[config.mk]
export PLATFORM = sky130hd
export DESIGN_NAME = wb_stage
export DESIGN_NICKNAME = d
export VERILOG_FILES = /design/src/rtl/wb_stage.sv
export SDC_FILE = /design/constraint.sdc
export NUM_CORES = 1
export LEC_CHECK = 0
export ABC_CLOCK_PERIOD_IN_PS = 2320
export CAP_MARGIN = 25
export CORE_MARGIN = 2
export CORE_UTILIZATION = 47
export CTS_CLUSTER_DIAMETER = 30
export DETAILED_ROUTE_END_ITERATION = 10
export GPL_ROUTABILITY_DRIVEN = 0
export PLACE_DENSITY = 0.82
export SETUP_SLACK_MARGIN = 0.02
export SLEW_MARGIN = 10
export SYNTH_ARGS = -nofsm -noshare
export SYNTH_HDL_FRONTEND = slang
export SYNTH_SLANG_ARGS = --single-unit
[constraint.sdc]
create_clock -name clk -period 2.32 [get_ports clk]
set_clock_uncertainty 0.05 [all_clocks]
set_input_delay 0.232 -clock clk [delete_from_list [all_inputs] [get_ports clk]]
set_output_delay 0.232 -clock clk [all_outputs]
set_load 0.01 [all_outputs]
[src/rtl/wb_stage.sv]
// wb_stage: write-back stage; picks the result source, extracts and extends variable-latency load data,
// drives the register-file write port, counts retired instructions and flags misaligned loads.
module wb_stage #(
    parameter bit INSTRET_EN = 1'b1
) (
    input  logic        clk,
    input  logic        rst_n,
    input  logic        in_valid,
    output logic        in_ready,
    input  logic [4:0]  in_rd,
    input  logic [1:0]  in_sel,
    input  logic [31:0] in_alu,
    input  logic [31:0] in_pc4,
    input  logic [31:0] in_imm,
    input  logic [2:0]  in_funct3,
    input  logic [1:0]  in_addr_lo,
    input  logic        flush,
    input  logic        mem_rvalid,
    input  logic [31:0] mem_rdata,
    output logic        rf_write,
    output logic [4:0]  rf_wrAddr,
    output logic [31:0] rf_wrData,
    output logic        misaligned,
    output logic [63:0] instret
);
    typedef enum logic {RUN, WAIT_LD} state_t;

    state_t      state_q, state_d;
    logic [4:0]  ld_rd_q, ld_rd_d;
    logic [2:0]  ld_f3_q, ld_f3_d;
    logic [1:0]  ld_off_q, ld_off_d;
    logic        rf_write_q, rf_write_d;
    logic [4:0]  rf_wraddr_q, rf_wraddr_d;
    logic [31:0] rf_wrdata_q, rf_wrdata_d;
    logic        misaligned_q, misaligned_d;
    logic [63:0] instret_q, instret_d;
    logic        take, done;
    logic [4:0]  done_rd;
    logic [31:0] done_data, result;

    function automatic logic [31:0] extract(input logic [2:0] f3, input logic [1:0] off, input logic [31:0] w);
        logic [7:0]  b;
        logic [15:0] h;
        b = w[8*off +: 8];
        h = w[16*off[1] +: 16];
        extract = (f3 == 3'b000) ? {{24{b[7]}}, b} :
                  (f3 == 3'b100) ? {24'd0, b} :
                  (f3 == 3'b001) ? {{16{h[15]}}, h} :
                  (f3 == 3'b101) ? {16'd0, h} : w;
    endfunction

    // Byte loads are always aligned; unknown funct3 values behave as LW.
    function automatic logic is_misaligned(input logic [2:0] f3, input logic [1:0] off);
        is_misaligned = (f3 == 3'b000 || f3 == 3'b100) ? 1'b0 :
                        (f3 == 3'b001 || f3 == 3'b101) ? off[0] : (off != 2'd0);
    endfunction

    assign in_ready = (state_q == RUN);

    always_comb begin
        take         = in_ready && in_valid && !flush;
        result       = (in_sel == 2'd0) ? in_alu : (in_sel == 2'd2) ? in_pc4 : in_imm;
        state_d      = state_q;
        ld_rd_d      = ld_rd_q;
        ld_f3_d      = ld_f3_q;
        ld_off_d     = ld_off_q;
        misaligned_d = 1'b0;
        done         = 1'b0;
        done_rd      = in_rd;
        done_data    = result;
        if (state_q == RUN) begin
            if (take) begin
                if (in_sel != 2'd1) begin
                    done = 1'b1;
                end else if (is_misaligned(in_funct3, in_addr_lo)) begin
                    misaligned_d = 1'b1;
                end else if (mem_rvalid) begin
                    done      = 1'b1;
                    done_data = extract(in_funct3, in_addr_lo, mem_rdata);
                end else begin
                    state_d  = WAIT_LD;
                    ld_rd_d  = in_rd;
                    ld_f3_d  = in_funct3;
                    ld_off_d = in_addr_lo;
                end
            end
        end else if (flush) begin
            state_d = RUN;
        end else if (mem_rvalid) begin
            state_d   = RUN;
            done      = 1'b1;
            done_rd   = ld_rd_q;
            done_data = extract(ld_f3_q, ld_off_q, mem_rdata);
        end
        rf_write_d  = done && (done_rd != 5'd0);
        rf_wraddr_d = done ? done_rd : rf_wraddr_q;
        rf_wrdata_d = done ? done_data : rf_wrdata_q;
        instret_d   = !INSTRET_EN ? 64'd0 : done ? instret_q + 64'd1 : instret_q;
    end

    always_ff @(posedge clk or negedge rst_n) begin
        if (!rst_n) begin
            state_q      <= RUN;
            ld_rd_q      <= '0;
            ld_f3_q      <= '0;
            ld_off_q     <= '0;
            rf_write_q   <= 1'b0;
            rf_wraddr_q  <= '0;
            rf_wrdata_q  <= '0;
            misaligned_q <= 1'b0;
            instret_q    <= '0;
        end else begin
            state_q      <= state_d;
            ld_rd_q      <= ld_rd_d;
            ld_f3_q      <= ld_f3_d;
            ld_off_q     <= ld_off_d;
            rf_write_q   <= rf_write_d;
            rf_wraddr_q  <= rf_wraddr_d;
            rf_wrdata_q  <= rf_wrdata_d;
            misaligned_q <= misaligned_d;
            instret_q    <= instret_d;
        end
    end

    assign rf_write   = rf_write_q;
    assign rf_wrAddr  = rf_wraddr_q;
    assign rf_wrData  = rf_wrdata_q;
    assign misaligned = misaligned_q;
    assign instret    = instret_q;
endmodule

======== After elaboration in Yosys (flattened, before gate mapping) ========
Cells that the tools add are included.
operators by class
  bitwise operators ....................... 4
  shifts and indexed selects .............. 4
  multiply operators ...................... 0
  eq/ne operators ......................... 8
  multiplexer cells ....................... 38
  add/subtract/negate cells ............... 1
  reductions and logical operators ........ 13
  order comparisons ....................... 0
  div/mod/pow operators ................... 0
operator list
  kind                                                             count
  32-bit two-way mux                                               17
  64-bit by 1-bit adder with 64-bit output, second input constant  1
  32-bit by 6-bit indexed part select with 16-bit output           2
  32-bit by 6-bit indexed part select with 8-bit output            2
  1-bit two-way mux                                                18
  5-bit two-way mux                                                3
  3-bit == test, second input constant                             4
  3-bit by 1-bit == test with 1-bit output, second input constant  2
  3-bit logical NOT                                                2
  5-bit AND reduction                                              1
  5-bit nonzero test                                               1
  1-bit inverter                                                   4
  4-bit AND reduction                                              1
  1-bit logical AND                                                3
  2-bit == test, second input constant                             1
  2-bit logical NOT                                                1
  1-bit logical OR                                                 2
  2-bit by 1-bit != test with 1-bit output, second input constant  1
  2-bit nonzero test                                               1
  1-bit logical NOT                                                1
storage, ports and cells
  latch bits .............................. 0
  flip-flop bits (word level) ............. 114
  bits in read-only memories .............. 0
  output and inout bits ................... 104
  memories kept ........................... 0
  bits of input ports ..................... 145
  word-level logic and storage cells ...... 77
  bits in writable memories ............... 0

======== Depth between registers and ports, before layout ========
Gate-level depths: netlist of run 1.
  word-level depth ........................ 10
  gate-level depth with buffers ........... 8

======== Worst setup path after synthesis of run 1 ========
OpenSTA, ideal clock, no wires.
  path type ............................... reg-to-reg
  start ................................... reg instret_q[28] (netlist: instret[28])
  end ..................................... reg instret_q[56] (netlist: instret[56])
  clock period less this slack ............ 2.086 ns
  path slack .............................. 0.234 ns
  setup time .............................. 0.079 ns
  data arrival time ....................... 1.957 ns
  stages on the path, launching flop included .. 7
  cells stage by stage .................... dfrtp_1 -> nand4_4 -> or3_4 -> or4_4 -> buf_6 -> nor4_2 -> xor2_1
between the ends
  word-level cells in the longest chain between the ends .. 1
ends and longest elaborated chain
  element                                   RTL line  text
  from (decl)                               36        logic [63:0] instret_q, instret_d;
  from (signal assigned)                    121       instret_q <= instret_d;
  64-bit by 1-bit adder with 64-bit output  98        instret_d = !INSTRET_EN ? 64'd0 : done ? instret_q + 64'd1 : instret_q;
Every way passes these cells.
A chain may end at the register's enable or synchronous reset.

======== Final worst setup path of run 1 ========
  start ................................... reg instret_q[23] (netlist: instret[23])
  end ..................................... reg instret_q[47] (netlist: instret[47])
The elaborated chain is that of the path after synthesis.

==> results.cfg, run 1 <==
[timing]
finalCriticalPeriod_ns = 2.23
rsz0062_at_grt = yes
min_period_over_period_pct = 96.1
worstMarginPinSlew_ns = 0.672
hold_viol_final = 0
relSlewSlack_pct = 55.2
timing.fmax_ghz = 0.449
setup_viol = 0
fin_setup_tns_ns = 0
hold_slack_ns = 0.244
finalMaxSlewViolations = 0

[critical_path]
criticalPathCategory = reg -> reg
worstSetupEndpoint = instret[47]
cp.depth = 5
reg2reg_depth = 5
startpoint = instret[23]
r2r_setup_slack_ns = 0.09
cp_slowest_cell = or4b_4
critical_path_buf_inv_count = 0
end_kind = flip-flop
path_max_fanout = 12
r2r-end = instret[47]
worst_ep_arrival_time_ns = 2.53
required_ns = 2.62
cp-start-kind = flip-flop
slowest_delay_ns = 0.68
reg2reg_from = instret[23]
cp_cell_sequence = nand3_1 > or2_2 > or4b_4 > nor4_1 > xor2_1
critical_path.top_delay_family = simple AND/OR/NAND/NOR gates

[synthesis]
synthAdderAreaFrac_pct = 0.167
synth_cell_types = 57
synth-simple-area-share_pct = 18.3
synth-seq-area-share_pct = 38.1
synth_edf_count = 0
yosys_warnings = 0
synth_mux_area_share_pct = 17.4
synth-seq-cells = 114
yosysMostFrequentCell = dfrtp_1
synth-compound-area-share_pct = 14.6
synth_largest_area_cell = dfrtp_1
synth_cells = 764
syn-num-nets = 910
synth.top_cell.area_share_pct = 38.1
synth_async_sr_flop_share_pct = 100
synth_flop_cell = dfrtp_1
synthTopCellsByCount = 114 x dfrtp_1, 92 x nand2_1, 53 x mux2i_1
yosys-top-cells-area = dfrtp_1 38%, mux2i_1 7.1%, xor2_1 5.6%
netlist_area_um2 = 7500
synth_xor_area_share_pct = 7.36
syn_avg_cell_area_um2 = 9.81
synth_top_family_by_area = simple AND/OR/NAND/NOR gates

[global_route]
gr-max-usage-layer = met2
grt_max_degree = 49
grt_pass1_vias = 7450
met1_usage_pct = 38.6
use_met2_pct = 49.0
grt.total_usage_pct = 30.7
antenna_found_initial = 0
global_route.usage.met3_pct = 9.55
grt_pass1_wl_um = 40100
grt_remaining_overflow = 0

[clock_tree]
clk_pin_slew_ns = 0.06
cts_setup_buffers = 0
clockRootBuffer = clkbuf_16
cts_tree = built
clockBufferDepth = 2
insertion_delay_ns = 0.42
clkSinkCount = 114
htree_num_levels = 4
cts_made_buffers = 17

[place]
place_hpwl_um = 18600
port_buffers = 248
place_area_um2 = 10600

[route]
ant_nets = 0
avgViaCountPerCell = 5.86
vias = 7419
first_iter_violations = 733
wl_per_cell_um = 20.2
drt_first_pass_iters = 5
drc = 0
postRouteWirelength_um = 25600

[pwr]
ir_drop_uv = 523
powerDensity_nw_per_um2 = 605
p_leak_nw = 4.87
power.total_mw = 6.74

[floorplanning]
pin_count = 249
start_util_pct = 47.7
placement_rows = 46
coreArea_um2 = 15700
dieArea_um2 = 17000
die_h_um = 130
die_x_um = 130

[run]
cap_violations = 0

[final_layout]
fillers = 1141
final_util_pct = 70.9
final_area_um2 = 11100
antennaDiodeCount = 0
nets = 1185
area_delta_synth_final_pct = 48.7
drive_above_1_share_pct = 16.7

[run_status]
outcome = complete, no violations

[worst_hold_path]
min_path_type = in -> async
==> state kept, by name, indices dropped and copies added (netlist names) <==
register,count
ld_off_q,2
rf_write,1
misaligned,1
instret,64
rf_wrData,32
ld_f3_q,3
rf_wrAddr,5
ld_rd_q,5
state_q,1
==> stage by stage <==
stage,cells,setup slack (ns)
floorplan,764,0.234
global placement,1233,-0.102
detailed placement,1234,-0.177
CTS,1265,0.112
global route,1266,0.0186
finish,1266,0.0910
==> where the power goes <==
group | switching [mW] | internal [mW]
Sequential | 0.228 | 2.23
Combinational | 0.797 | 1.04
Clock | 0.941 | 1.51
==> per-layer routing <==
layer	vias up	part of all wire [%]
met3	76	9.7
met5	-	0
met4	0	4.0
li1	3365	-
met1	3584	39
met2	394	47
==> cells in the final DEF, fill, tap and decap left out, drive strengths merged, types with 23 or more instances in the layout <==
cell type      instances
o21ai                 31
nor3                  36
nor4                  23
nor2                  38
mux2i                 53
mux2                  37
xor2                  48
buf                   64
nand3                 24
dfrtp                114
nand2                 92
a21oi                 25
clkdlybuf4s50        246
==> final cells by class <==
| type | count | area (um^2) | share of cell area (%) |
|---|---|---|---|
| clock buffer | 20 | 457 | 4.10 |
| inverter | 18 | 67.6 | 0.606 |
| clock inverter | 10 | 87.6 | 0.786 |
| timing repair buffer | 311 | 3050 | 27.4 |
| multi-input combinational | 577 | 4360 | 39.1 |
| tap | 216 | 270 | 2.42 |
| sequential | 114 | 2850 | 25.6 |
==> timing repair <==
| item | 4_1_cts | 5_1_grt |
|---|---|---|
| gates resized for setup | 0 | 3 |
| hold buffers | 1 | 0 |
| hold endpoints to repair | 26 | 0 |
| setup endpoints to repair | 0 | 9 |
==> how the worst min path moves through the flow <==
| stage | slack (ns) | startpoint | to | cells after the start |
|---|---|---|---|---|
| final | 0.24 | rst_n | instret[37] | 2 |
| after CTS | 0.24 | rst_n | instret[39] | 2 |
| after floorplan | -0.11 | rst_n | instret[0] | 0 |
| after detailed placement | 0.14 | rst_n | instret[39] | 1 |
| after global routing | 0.28 | rst_n | instret[37] | 2 |
| after global placement | 0.15 | rst_n | instret[39] | 1 |
==> logic make-up after synthesis <==
group | Yosys count
AOI/OAI and AO/OA | 149
xor gates and xnor gates | 63
adders and majority gates | 1
buffers and inverters | 73
DFF | 114
muxes | 106
and+or+nand+nor | 258
Power figures use the tool's default switching activity.
==> inputs of run 2 (changes only) <==
--- a/config.mk
+++ b/config.mk
@@ -5,14 +5,15 @@
 export SDC_FILE = /design/constraint.sdc
 export NUM_CORES = 1
 export LEC_CHECK = 0
-export ABC_CLOCK_PERIOD_IN_PS = 2320
+export ABC_CLOCK_PERIOD_IN_PS = 2800
 export CAP_MARGIN = 25
 export CORE_MARGIN = 2
-export CORE_UTILIZATION = 47
+export CORE_UTILIZATION = 51
 export CTS_CLUSTER_DIAMETER = 30
 export DETAILED_ROUTE_END_ITERATION = 10
 export GPL_ROUTABILITY_DRIVEN = 0
-export PLACE_DENSITY = 0.82
+export MAX_ROUTING_LAYER = met4
+export PLACE_DENSITY = 0.88
 export SETUP_SLACK_MARGIN = 0.02
 export SLEW_MARGIN = 10
 export SYNTH_ARGS = -nofsm -noshare
==> constraint.sdc (replaced) <==
create_clock -name clk -period 2.8 [get_ports clk]
set_clock_uncertainty 0.05 [all_clocks]
set_input_delay 0.28 -clock clk [delete_from_list [all_inputs] [get_ports clk]]
set_output_delay 0.28 -clock clk [all_outputs]
set_load 0.01 [all_outputs]
==> results.cfg, run 2 (synthesis gave the netlist of run 1 again) <==
[run_status]
outcome = complete, no violations

[floorplanning]
die_x_um = 125
coreArea_um2 = 14400
pin_count = 249
dieArea_um2 = 15700
start_util_pct = 52.0
placement_rows = 44
die_h_um = 125

[pwr]
p_leak_nw = 4.72
power_frac_seq_pct = 37.0
power_frac_comb_pct = 26.1
powerDensity_nw_per_um2 = 514
clkPwrFrac_pct = 36.9
p_int_mw = 3.96
ir_drop_uv = 436
power_switching_mw = 1.60
p_sw_share_pct = 28.8

[clock_tree]
cts_setup_buffers = 0
cts-hold-fix-buffers = 1
htree_num_levels = 4
clockRootBuffer = clkbuf_16
clk_pin_slew_ns = 0.06
insertion_delay_ns = 0.42
cts_tree = built
cts_made_buffers = 17
clkSinkCount = 114
cts_resized = 0
clockBufferDepth = 2

[timing]
finalMaxSlewViolations = 0
setup_viol = 0
setup_ws_ns = 0.407
hold_slack_ns = 0.261
worstMarginPinSlew_ns = 1.02
fin_setup_tns_ns = 0
hold_viol_final = 0
timing.fmax_ghz = 0.418
relSlewSlack_pct = 31.7
finalCriticalPeriod_ns = 2.39
rsz0062_at_grt = no
min_period_over_period_pct = 85.4

[route]
postRouteWirelength_um = 24900
drc = 0
first_iter_violations = 822
wl_per_cell_um = 20.7
ant_nets = 0
vias = 7377
drt_first_pass_iters = 8
avgViaCountPerCell = 6.13

[place]
place_hpwl_um = 18000
dp_slack_ns = 0.0897
port_buffers = 248
place_inst = 1170
place_area_um2 = 10200

[critical_path]
cp-start-kind = flip-flop
criticalPathCategory = reg -> reg
path_max_fanout = 12
end_kind = flip-flop
required_ns = 3.09
worst_ep_arrival_time_ns = 2.69

[global_route]
grt_pass1_vias = 7396
grt_max_degree = 56
antenna_found_initial = 0
grt_pass1_wl_um = 39800
grt_remaining_overflow = 0
grt.total_usage_pct = 32.8

[final_layout]
mostFrequentLayoutCells = 246 x clkdlybuf4s50_1, 114 x dfrtp_1, 92 x nand2_1
final_area_um2 = 10800
drive_above_1_share_pct = 13.7
nets = 1153
mostFrequentLayoutCell = clkdlybuf4s50_1
final-instance-count-excl-fill = 1204
area_delta_synth_final_pct = 44.3
fillers = 1019
antennaDiodeCount = 0
largest_register_ffs = 64

[worst_hold_path]
min_path_type = in -> async

[run]
cap_violations = 0
==> run 2: changes by cell type in the layout (fill, tap and decap cells not counted), moves of 2 or more <==
cell,previous run,this run
clkbuf_1,1,3
nor4_2,12,10
buf_12,8,4
buf_4,55,27
nor4_1,8,10
clkinvlp_4,2,0
==> run 2: worst paths after layout <==
| path | endpoint | start | slack, ns | depth (start not counted) |
|---|---|---|---|---|
| hold reg to reg | instret[63] | instret[63] | 0.43 | 1 |
| min in group clk | misaligned | in_sel[0] | 0.36 | 5 |
| setup / recovery | instret[47] | instret[4] | 0.41 | 5 |
| max in group asynchronous | instret[25] | rst_n | 1.63 | 3 |
| hold / removal | instret[44] | rst_n | 0.26 | 2 |
| setup reg to reg | instret[47] | instret[4] | 0.41 | 5 |
==> run 2: power by group through the flow <==
stage / clock network (mW) / registers (mW) / logic, mW
3_3_place_gp: 0 / 2.07 / 1.41
4_1_cts: 2.07 / 2.06 / 1.45
6_report: 2.05 / 2.06 / 1.45
2_1_floorplan: 0 / 2.11 / 0.590
5_1_grt: 2.16 / 2.09 / 1.55
3_5_place_dp: 0 / 2.08 / 1.44
==> run 2: layout make-up <==
class                      count  area (um^2)  area share, %
timing repair buffer         279         2760           25.5
clock buffer                  23          478           4.42
clock inverter                 9         81.3          0.752
inverter                      18         67.6          0.625
sequential                   114         2850           26.4
tap                          184          230           2.13
multi-input combinational    577         4340           40.2
==> run 2: stage by stage <==
step / power, mW / utilization, %
2_1_floorplan: 2.70 / -
3_3_place_gp: 3.48 / 71.0
3_5_place_dp: 3.51 / 71.0
4_1_cts: 5.58 / 74.9
5_1_grt: 5.80 / 75.0
6_report: 5.56 / 75.0
==> run 2: layer usage <==
| metal | vias up | global-route usage (%) | routed length (um) |
|---|---|---|---|
| met5 | - | - | 0 |
| met4 | 0 | 11.7 | 774 |
| met3 | 71 | 9.07 | 2490 |
| met2 | 424 | 51.6 | 11900 |
| met1 | 3568 | 40.9 | 9700 |
| li1 | 3314 | - | - |
==> run 2: worst max-delay path, cell delays in order (launching register included) <==
cell and delay [ns]:
dfrtp_1 0.42, nand3_1 0.18, or2_2 0.45, or4b_4 0.67
nor4_1 0.38, xor2_1 0.17
